## src/rtl/fft_peak_detect_if.sv

```systemverilog
// rtl/fft_peak_detect_if.sv - FFT unload stream bundle (framing strobes, bin index, amplitude)
interface fft_peak_detect_if #(
    parameter int IDX_W = 10,
    parameter int AMP_W = 17
);
    logic             fft_soud;
    logic             fft_opd;
    logic             fft_eoud;
    logic [IDX_W-1:0] fft_idx;
    logic [AMP_W-1:0] fft_amp;

    modport master (
        output fft_soud, fft_opd, fft_eoud, fft_idx, fft_amp
    );

    modport slave (
        input  fft_soud, fft_opd, fft_eoud, fft_idx, fft_amp
    );
endinterface

```

## src/rtl/fft_peak_detect.sv

```systemverilog
// rtl/fft_peak_detect.sv - windowed top-2 peak and amplitude-sum detector on the FFT unload stream
module fft_peak_detect #(
    parameter int IDX_W  = 10,
    parameter int AMP_W  = 17,
    parameter int N_BINS = 1024,
    parameter int SUM_W  = 27
) (
    input  logic             clk,
    input  logic             rst,
    fft_peak_detect_if.slave up,
    input  logic [IDX_W-1:0] win_lo,
    input  logic [IDX_W-1:0] win_hi,
    input  logic [AMP_W-1:0] thresh,
    output logic             busy,
    output logic             res_valid,
    output logic             peak_found,
    output logic [IDX_W-1:0] peak_idx,
    output logic [AMP_W-1:0] peak_amp,
    output logic [IDX_W-1:0] peak2_idx,
    output logic [AMP_W-1:0] peak2_amp,
    output logic [SUM_W-1:0] amp_sum,
    output logic             frame_err
);
    localparam int CNT_W = $clog2(N_BINS + 1) + 1;
    localparam logic [CNT_W-1:0] CNT_MAX  = '1;
    localparam logic [CNT_W-1:0] CNT_FULL = CNT_W'(N_BINS);

    localparam logic [1:0] S_IDLE    = 2'd0;
    localparam logic [1:0] S_COLLECT = 2'd1;
    localparam logic [1:0] S_REPORT  = 2'd2;

    logic [1:0]       state;
    logic             abort_q;
    logic             err_q;

    logic [CNT_W-1:0] cnt, cnt_base, cnt_nxt;
    logic [SUM_W-1:0] sum, sum_base, sum_nxt;
    logic             found, found_base, found_nxt;
    logic [IDX_W-1:0] b_idx, b_idx_base, b_idx_nxt;
    logic [AMP_W-1:0] b_amp, b_amp_base, b_amp_nxt;
    logic [IDX_W-1:0] s_idx, s_idx_base, s_idx_nxt;
    logic [AMP_W-1:0] s_amp, s_amp_base, s_amp_nxt;

    logic start, in_win, cand, load;

    assign start  = up.fft_soud & up.fft_opd;
    assign in_win = (up.fft_idx >= win_lo) && (up.fft_idx <= win_hi);
    assign cand   = in_win && (up.fft_amp >= thresh);
    assign load   = start | ((state == S_COLLECT) & up.fft_opd);

    // A start sample seeds from a cleared state instead of accumulating onto the old frame.
    always_comb begin
        if (start) begin
            cnt_base   = '0;
            sum_base   = '0;
            found_base = 1'b0;
            b_idx_base = '0;
            b_amp_base = '0;
            s_idx_base = '0;
            s_amp_base = '0;
        end else begin
            cnt_base   = cnt;
            sum_base   = sum;
            found_base = found;
            b_idx_base = b_idx;
            b_amp_base = b_amp;
            s_idx_base = s_idx;
            s_amp_base = s_amp;
        end

        cnt_nxt   = cnt_base;
        sum_nxt   = sum_base;
        found_nxt = found_base;
        b_idx_nxt = b_idx_base;
        b_amp_nxt = b_amp_base;
        s_idx_nxt = s_idx_base;
        s_amp_nxt = s_amp_base;

        if (up.fft_opd) begin
            cnt_nxt = (cnt_base == CNT_MAX) ? cnt_base : cnt_base + CNT_W'(1);
            if (in_win) begin
                sum_nxt = sum_base + SUM_W'(up.fft_amp);
            end
            // Strict compares keep the earlier bin on equal amplitudes.
            if (cand) begin
                found_nxt = 1'b1;
                if (up.fft_amp > b_amp_base) begin
                    s_idx_nxt = b_idx_base;
                    s_amp_nxt = b_amp_base;
                    b_idx_nxt = up.fft_idx;
                    b_amp_nxt = up.fft_amp;
                end else if (up.fft_amp > s_amp_base) begin
                    s_idx_nxt = up.fft_idx;
                    s_amp_nxt = up.fft_amp;
                end
            end
        end
    end

    always_ff @(posedge clk or negedge rst) begin
        if (!rst) begin
            state      <= S_IDLE;
            abort_q    <= 1'b0;
            err_q      <= 1'b0;
            cnt        <= '0;
            sum        <= '0;
            found      <= 1'b0;
            b_idx      <= '0;
            b_amp      <= '0;
            s_idx      <= '0;
            s_amp      <= '0;
            res_valid  <= 1'b0;
            peak_found <= 1'b0;
            peak_idx   <= '0;
            peak_amp   <= '0;
            peak2_idx  <= '0;
            peak2_amp  <= '0;
            amp_sum    <= '0;
        end else begin
            res_valid <= 1'b0;
            abort_q   <= 1'b0;

            if (load) begin
                cnt   <= cnt_nxt;
                sum   <= sum_nxt;
                found <= found_nxt;
                b_idx <= b_idx_nxt;
                b_amp <= b_amp_nxt;
                s_idx <= s_idx_nxt;
                s_amp <= s_amp_nxt;
            end

            case (state)
                S_IDLE: begin
                    if (start) state <= S_COLLECT;
                end
                S_COLLECT: begin
                    if (start) begin
                        abort_q <= 1'b1;
                    end else if (up.fft_eoud) begin
                        // Results come from the next-state view so a coincident last sample counts.
                        state      <= S_REPORT;
                        res_valid  <= 1'b1;
                        peak_found <= found_nxt;
                        peak_idx   <= b_idx_nxt;
                        peak_amp   <= b_amp_nxt;
                        peak2_idx  <= s_idx_nxt;
                        peak2_amp  <= s_amp_nxt;
                        amp_sum    <= sum_nxt;
                        err_q      <= (cnt_nxt != CNT_FULL);
                    end
                end
                S_REPORT: begin
                    state <= start ? S_COLLECT : S_IDLE;
                end
                default: begin
                    state <= S_IDLE;
                end
            endcase
        end
    end

    assign busy      = (state == S_COLLECT);
    assign frame_err = err_q | abort_q;
endmodule

```

## src/flat_wrapper.sv

```systemverilog
// flat-port wrapper written by rule: the top's interface ports become plain ports
module fft_peak_detect_flat 
#(
    parameter int IDX_W  = 10,
    parameter int AMP_W  = 17,
    parameter int N_BINS = 1024,
    parameter int SUM_W  = 27
)
  (clk, rst, win_lo, win_hi, thresh, busy, res_valid, peak_found, peak_idx, peak_amp, peak2_idx, peak2_amp, amp_sum, frame_err, up_fft_soud, up_fft_opd, up_fft_eoud, up_fft_idx, up_fft_amp);
  fft_peak_detect_if #(.IDX_W(IDX_W), .AMP_W(AMP_W)) up_i ();
  input  logic clk;
  input  logic rst;
  input  logic [IDX_W-1:0] win_lo;
  input  logic [IDX_W-1:0] win_hi;
  input  logic [AMP_W-1:0] thresh;
  output logic busy;
  output logic res_valid;
  output logic peak_found;
  output logic [IDX_W-1:0] peak_idx;
  output logic [AMP_W-1:0] peak_amp;
  output logic [IDX_W-1:0] peak2_idx;
  output logic [AMP_W-1:0] peak2_amp;
  output logic [SUM_W-1:0] amp_sum;
  output logic frame_err;
  input wire logic [$bits(up_i.fft_soud)-1:0] up_fft_soud;
  input wire logic [$bits(up_i.fft_opd)-1:0] up_fft_opd;
  input wire logic [$bits(up_i.fft_eoud)-1:0] up_fft_eoud;
  input wire logic [$bits(up_i.fft_idx)-1:0] up_fft_idx;
  input wire logic [$bits(up_i.fft_amp)-1:0] up_fft_amp;
  assign up_i.fft_soud = up_fft_soud;
  assign up_i.fft_opd = up_fft_opd;
  assign up_i.fft_eoud = up_fft_eoud;
  assign up_i.fft_idx = up_fft_idx;
  assign up_i.fft_amp = up_fft_amp;
  fft_peak_detect #(.IDX_W(IDX_W), .AMP_W(AMP_W), .N_BINS(N_BINS), .SUM_W(SUM_W)) u_core (.clk(clk), .rst(rst), .up(up_i), .win_lo(win_lo), .win_hi(win_hi), .thresh(thresh), .busy(busy), .res_valid(res_valid), .peak_found(peak_found), .peak_idx(peak_idx), .peak_amp(peak_amp), .peak2_idx(peak2_idx), .peak2_amp(peak2_amp), .amp_sum(amp_sum), .frame_err(frame_err));
endmodule
```

## config.mk

```make
export PLATFORM = sky130hd
export DESIGN_NAME = fft_peak_detect_flat
export DESIGN_NICKNAME = d
export VERILOG_FILES = /design/src/rtl/fft_peak_detect_if.sv /design/src/rtl/fft_peak_detect.sv /design/src/flat_wrapper.sv
export SDC_FILE = /design/constraint.sdc
export NUM_CORES = 1
export LEC_CHECK = 0
export CELL_PAD_IN_SITES_DETAIL_PLACEMENT = 1
export CELL_PAD_IN_SITES_GLOBAL_PLACEMENT = 1
export CORE_MARGIN = 3
export CORE_UTILIZATION = 40
export CTS_CLUSTER_DIAMETER = 40
export CTS_CLUSTER_SIZE = 30
export DETAILED_ROUTE_END_ITERATION = 8
export PLACE_DENSITY_LB_ADDON = 0.1
export SLEW_MARGIN = 20
export SYNTH_ARGS = -nofsm -noshare
export SYNTH_HDL_FRONTEND = slang
export SYNTH_SLANG_ARGS = --single-unit
```

## constraint.sdc

```tcl
create_clock -name clk -period 7.8 [get_ports clk]
set_input_delay 1.17 -clock clk [delete_from_list [all_inputs] [get_ports clk]]
set_output_delay 1.17 -clock clk [all_outputs]
set_load 0.02 [all_outputs]
```

Word-level counts from Yosys, hierarchy flattened
Cells that the tools add are included.
Cells by class
  add/subtract/negate cells: 2
  $lt $le $gt $ge: 5
  equality and inequality tests: 7
  muxes and demuxes: 37
  bitwise gates (word level): 5
  reductions and logical operators: 5
Operator list (number)
  two-way mux 17 bit: 9
  two-way mux 10 bit: 9
  two-way mux 27 bit: 3
  two-way mux 12 bit: 3
  greater-than comparator 17 bit: 2
  adder 27 x 17 -> 27 bit: 1
  greater-or-equal comparator 17 bit: 1
  adder 12 x 1 -> 12 bit, second input constant: 1
  == test 12 bit, second input constant: 1
  != test 12 x 11 -> 1 bit, second input constant: 1
  greater-or-equal comparator 10 bit: 1
  less-or-equal comparator 10 bit: 1
  two-way mux 1 bit: 9
  two-way mux 2 bit: 3
  case mux 2 bit (3 select lines): 1
  AND reduction 3 bit: 2
  != test 2 x 1 -> 1 bit, second input constant: 2
  bitwise AND 1 bit: 2
  == test 2 x 1 -> 1 bit, second input constant: 1
  == test 2 bit, second input constant: 1
  logical AND 1 bit: 2
  zero test 2 bit: 1
  != test 2 bit, second input constant: 1
  OR 1 bit: 2
  inverter 1 bit: 1
Storage, ports and cells
  register bits after elaboration: 181
  output and inout port bits: 85
  word-level logic and storage cells: 78

Longest topological paths before layout
  word-level depth: 7
  depth in mapped cells: 16

Worst setup path after synthesis
OpenSTA, ideal clock, no wires.
  path type: input to register
  from: input up_fft_soud
  to: register u_core.s_amp[16]
  data arrival time: 4.514 ns
  required time: 7.717 ns
  path slack: 3.203 ns
  cell stages on the path: 16
  buffers on the path: 5
  path through: nand2_1 clkbuf_1 clkbuf_1 buf_1 buf_1 nand2_1 ha_1 a21oi_1 o21ai_0 o2bb2ai_1 a2111oi_1 o211ai_2 a41oi_2 buf_2 nand2_1 o21ai_0
Between the ends
  cells in the longest elaborated chain, start to end: 7
  elaborated cells between the ends (all ways): 10
  those cells by class: 2 x order compare; 6 x mux; 2 x bitwise
RTL lines
  from (decl): line flat_wrapper.sv:25  | input wire logic [$bits(up_i.fft_soud)-1:0] up_fft_soud;
  bitwise AND 1 bit *: line fft_peak_detect.sv:46  | assign start = up.fft_soud & up.fft_opd;
  two-way mux 17 bit: line fft_peak_detect.sv:53  | if (start) begin
  greater-than comparator 17 bit: line fft_peak_detect.sv:92  | end else if (up.fft_amp > s_amp_base) begin
  two-way mux 17 bit: line fft_peak_detect.sv:92
  two-way mux 17 bit: line fft_peak_detect.sv:87  | if (up.fft_amp > b_amp_base) begin
  two-way mux 17 bit: line fft_peak_detect.sv:85  | if (cand) begin
  two-way mux 17 bit: line fft_peak_detect.sv:79  | if (up.fft_opd) begin
  to (signal assigned): line fft_peak_detect.sv:130  | s_amp <= s_amp_nxt;
  to (decl): line fft_peak_detect.sv:42  | logic [AMP_W-1:0] s_amp, s_amp_base, s_amp_nxt;
Every way passes the cells marked *; elsewhere a longest branch is shown, timed or not.
A chain may end at the register's enable or synchronous reset.

Worst setup path in the final report
  from: input up_fft_opd
  to: register u_core.b_amp[12]
Between the ends
  cells in the longest elaborated chain, start to end: 6
  elaborated cells between the ends (all ways): 8
  those cells by class: 1 x order compare; 4 x mux; 3 x bitwise
RTL lines
  from (decl): line flat_wrapper.sv:26  | input wire logic [$bits(up_i.fft_opd)-1:0] up_fft_opd;
  bitwise AND 1 bit: line fft_peak_detect.sv:46
  two-way mux 17 bit: line fft_peak_detect.sv:53
  greater-than comparator 17 bit: line fft_peak_detect.sv:87
  two-way mux 17 bit: line fft_peak_detect.sv:87
  two-way mux 17 bit: line fft_peak_detect.sv:85
  two-way mux 17 bit: line fft_peak_detect.sv:79
  to (signal assigned): line fft_peak_detect.sv:128  | b_amp <= b_amp_nxt;
  to (decl): line fft_peak_detect.sv:40  | logic [AMP_W-1:0] b_amp, b_amp_base, b_amp_nxt;
Parallel ways exist; a longest one is shown, timed or not.

==> reports/metrics.csv <==
metric,value,unit
met3_usage,3.10,%
ys_types,73,
ir_drop,0.127,mV
cellLeakagePower,0.00579,uW
cts_buffer_depth,2,
wire_per_inst,19.3,um
finalCritPeriodShare,71.6,%
holdCritStartpoint,u_core.state[1],
syn_area_per_cell,8.66,sq um
fp.dieW,173,um
top_usage_layer,met2,
area_growth,21.9,%
placementRows,60,
fin_worst_skew,0.0165,ns
tightest_slew,1.03,ns
grt_usage,23.2,%
nets,1554,
place_inst,1748,
postLayoutCellArea,13500,sq um
drt_iter0_markers,566,
whs_endpoint,u_core.state[0],
synthFlopType,dfrtp_1,
synth_edf_count,0,
first_pass_iters,5,
dp_hpwl,24600,um
io_buffers,153,
antenna_left,0,
worst_r2r_path_depth,11,
min_period,5.59,ns
path_clk_slew,0.08,ns
grt_max_degree,119,
finalSetupViolations,0,
ios,154,
power_switching,970,uW
r2r_slack,4.12,ns
netlist_area,11100,sq um
placed_cell_area,12900,sq um
htreeDepth,4,
grtUsageMet2,39.0,%
comb_power_share,28.9,%
yosysWarnings,0,
wirelength,34400,um
antenna_found_initial,0,
fillers,3169,
cts_hold_buf,0,
fin_setup_tns,0,ns
multi_input_area,6130,sq um
power_frac_seq,38.8,%
cp-end-kind,register,
die_h,173,um
start_util,41.0,%
post-cts-setup-buffers,0,
vias,9890,
tritoncts,done,
grt_util_met1,32.0,%
syn_inst,1282,
insertion_delay,0.44,ns
cts.sinks,181,
hold_path_depth,1,
hold_violations,0,
drv_cap,0,
pwr-share-clk,32.3,%
cts_resized,0,
cp_max_fo,52,
n_antenna_cell,0,
synth-async-reset-ratio,100,%
max_freq,179,MHz
drive_above_1_share,4.90,%
grt_overflow,0,
cp_data_required_time,8.15,ns
slew_headroom,31.4,%
grt_pass1_wl,56600,um
syn_nets,1441,
hold_path.class,reg2reg,
ys_ff_latch,181,
rsz0062_at_grt,false,
synth_area_leader_cell,dfrtp_1,
finalNonFillerCells,1780,
status,"complete, no violations",
p_int,1880,uW
arrival,5.94,ns
rr_endpoint,u_core.b_amp[12],
die-area,29800,sq um
drc_errors,0,
grt_pass1_vias,10500,
start_kind,input pin,
mostFrequentLayoutCells,"nand2_1 (205), dfrtp_1 (181), clkdlybuf4s50_1 (152)",
switching_share,34.0,%
viasPerCell,5.56,
cts_root_buf,clkbuf_16,
seq_area_frac_synth,40.8,%
crit_type,in2reg,
final_common_cell,nand2_1,
drv_slew,0,
synth.top_cell.area_share,40.8,%
synth_area_leaders,"dfrtp_1 (41%), ha_1 (10%), nand2_1 (7.0%)",
r2r-start,u_core.b_amp[5],
p_per_area,211,nW/um^2
regArea,4530,sq um
globalplace.congestion,0.859,
cts_buffers,17,
core_area,27100,sq um
-- how the worst max path moves through the flow --
stage                            from                to  slack (ns)  depth (start not counted)
after floorplan           up_fft_soud  u_core.s_amp[16]        3.20                         16
after global placement     up_fft_opd  u_core.b_amp[15]        2.01                         13
after detailed placement   up_fft_opd   u_core.b_amp[1]        1.83                         13
after CTS                  up_fft_opd  u_core.b_amp[12]        2.27                         13
after global routing       up_fft_opd   u_core.b_amp[1]        1.85                         13
final                      up_fft_opd  u_core.b_amp[12]        2.21                         13
-- metal layers --
layer  vias to the layer above  routed length, um
li1                       4757                  -
met1                      4920              16500
met2                       178              16400
met3                        35               1080
met4                         0                535
met5                         -                  0
-- state kept, by name (all words and copies together) (netlist names), 12 cells and up --
| register | flops |
|---|---|
| u_core.sum | 27 |
| u_core.cnt | 12 |
| u_core.s_amp | 17 |
| u_core.b_amp | 17 |
| u_core.peak2_amp | 17 |
| u_core.amp_sum | 27 |
| u_core.peak_amp | 17 |
-- layout make-up --
cell class                      instances  area share, %
Sequential cell                       181           33.4
Timing Repair Buffer                  165           12.0
Inverter                               49           1.37
Multi-Input combinational cell        981           45.2
Clock inverter                         14           1.34
Clock buffer                           18           3.17
Tap cell                              372           3.44
-- stage by stage --
| step | worst slack (ns) | total power (uW) | util [%] | hold slack, ns |
|---|---|---|---|---|
| floorplan | 3.20 | 1600 | - | 0.423 |
| global placement | 2.01 | 1930 | 47.7 | 0.436 |
| detailed placement | 1.83 | 1950 | 47.7 | 0.445 |
| CTS | 2.27 | 2880 | 50.0 | 0.456 |
| global route | 1.85 | 3010 | 50.0 | 0.480 |
| finish | 2.21 | 2850 | 50.0 | 0.453 |
-- cells by family (layout without fill, tap and decap cells) --
logic type | count (synthesis) | after routing | share of synthesized area, %
and+or+nand+nor | 472 | 472 | 19.7
AOI/OAI and AO/OA | 356 | 356 | 19.7
DFF | 181 | 181 | 40.8
buffers and inverters | 120 | 246 | 4.37
adders and majority gates | 90 | 90 | 10.2
xor gates and xnor gates | 40 | 40 | 3.15
muxes | 23 | 23 | 2.07
-- power by group through the flow --
| stage | Sequential (uW) | Clock [uW] | Combinational (uW) |
|---|---|---|---|
| 2_1_floorplan | 1210 | 0 | 390 |
| 3_3_place_gp | 1120 | 0 | 806 |
| 3_5_place_dp | 1120 | 0 | 829 |
| 4_1_cts | 1110 | 941 | 833 |
| 5_1_grt | 1120 | 976 | 911 |
| 6_report | 1110 | 921 | 825 |
-- cell usage after synthesis (all sizes together) (4+ instances only) --
cell type / instances
nor4: 4
a31oi: 65
o21ai: 120
nand2: 207
inv: 49
dfrtp: 181
and3: 25
buf: 25
a21oi: 89
xnor2: 19
o211ai: 9
nor3: 9
o21bai: 4
mux2i: 23
nor2b: 8
nor2: 105
xor2: 21
ha: 89
a22o: 15
a21o: 17
and2: 40
clkbuf: 46
a211oi: 6
nand3: 32
nand4: 24
-- worst max-delay path, cell delays in order --
cell	delay, ns
clkdlybuf4s50_1	0.54
nand2_2	0.79
nand2_1	0.28
ha_1	0.39
and4_1	0.20
and3_1	0.19
nor2b_1	0.12
or2_1	0.26
and2_1	0.19
nor3_4	0.58
buf_4	0.39
nand2_1	0.46
a21oi_1	0.32
Note: power is estimated with default switching activity, not from simulation.
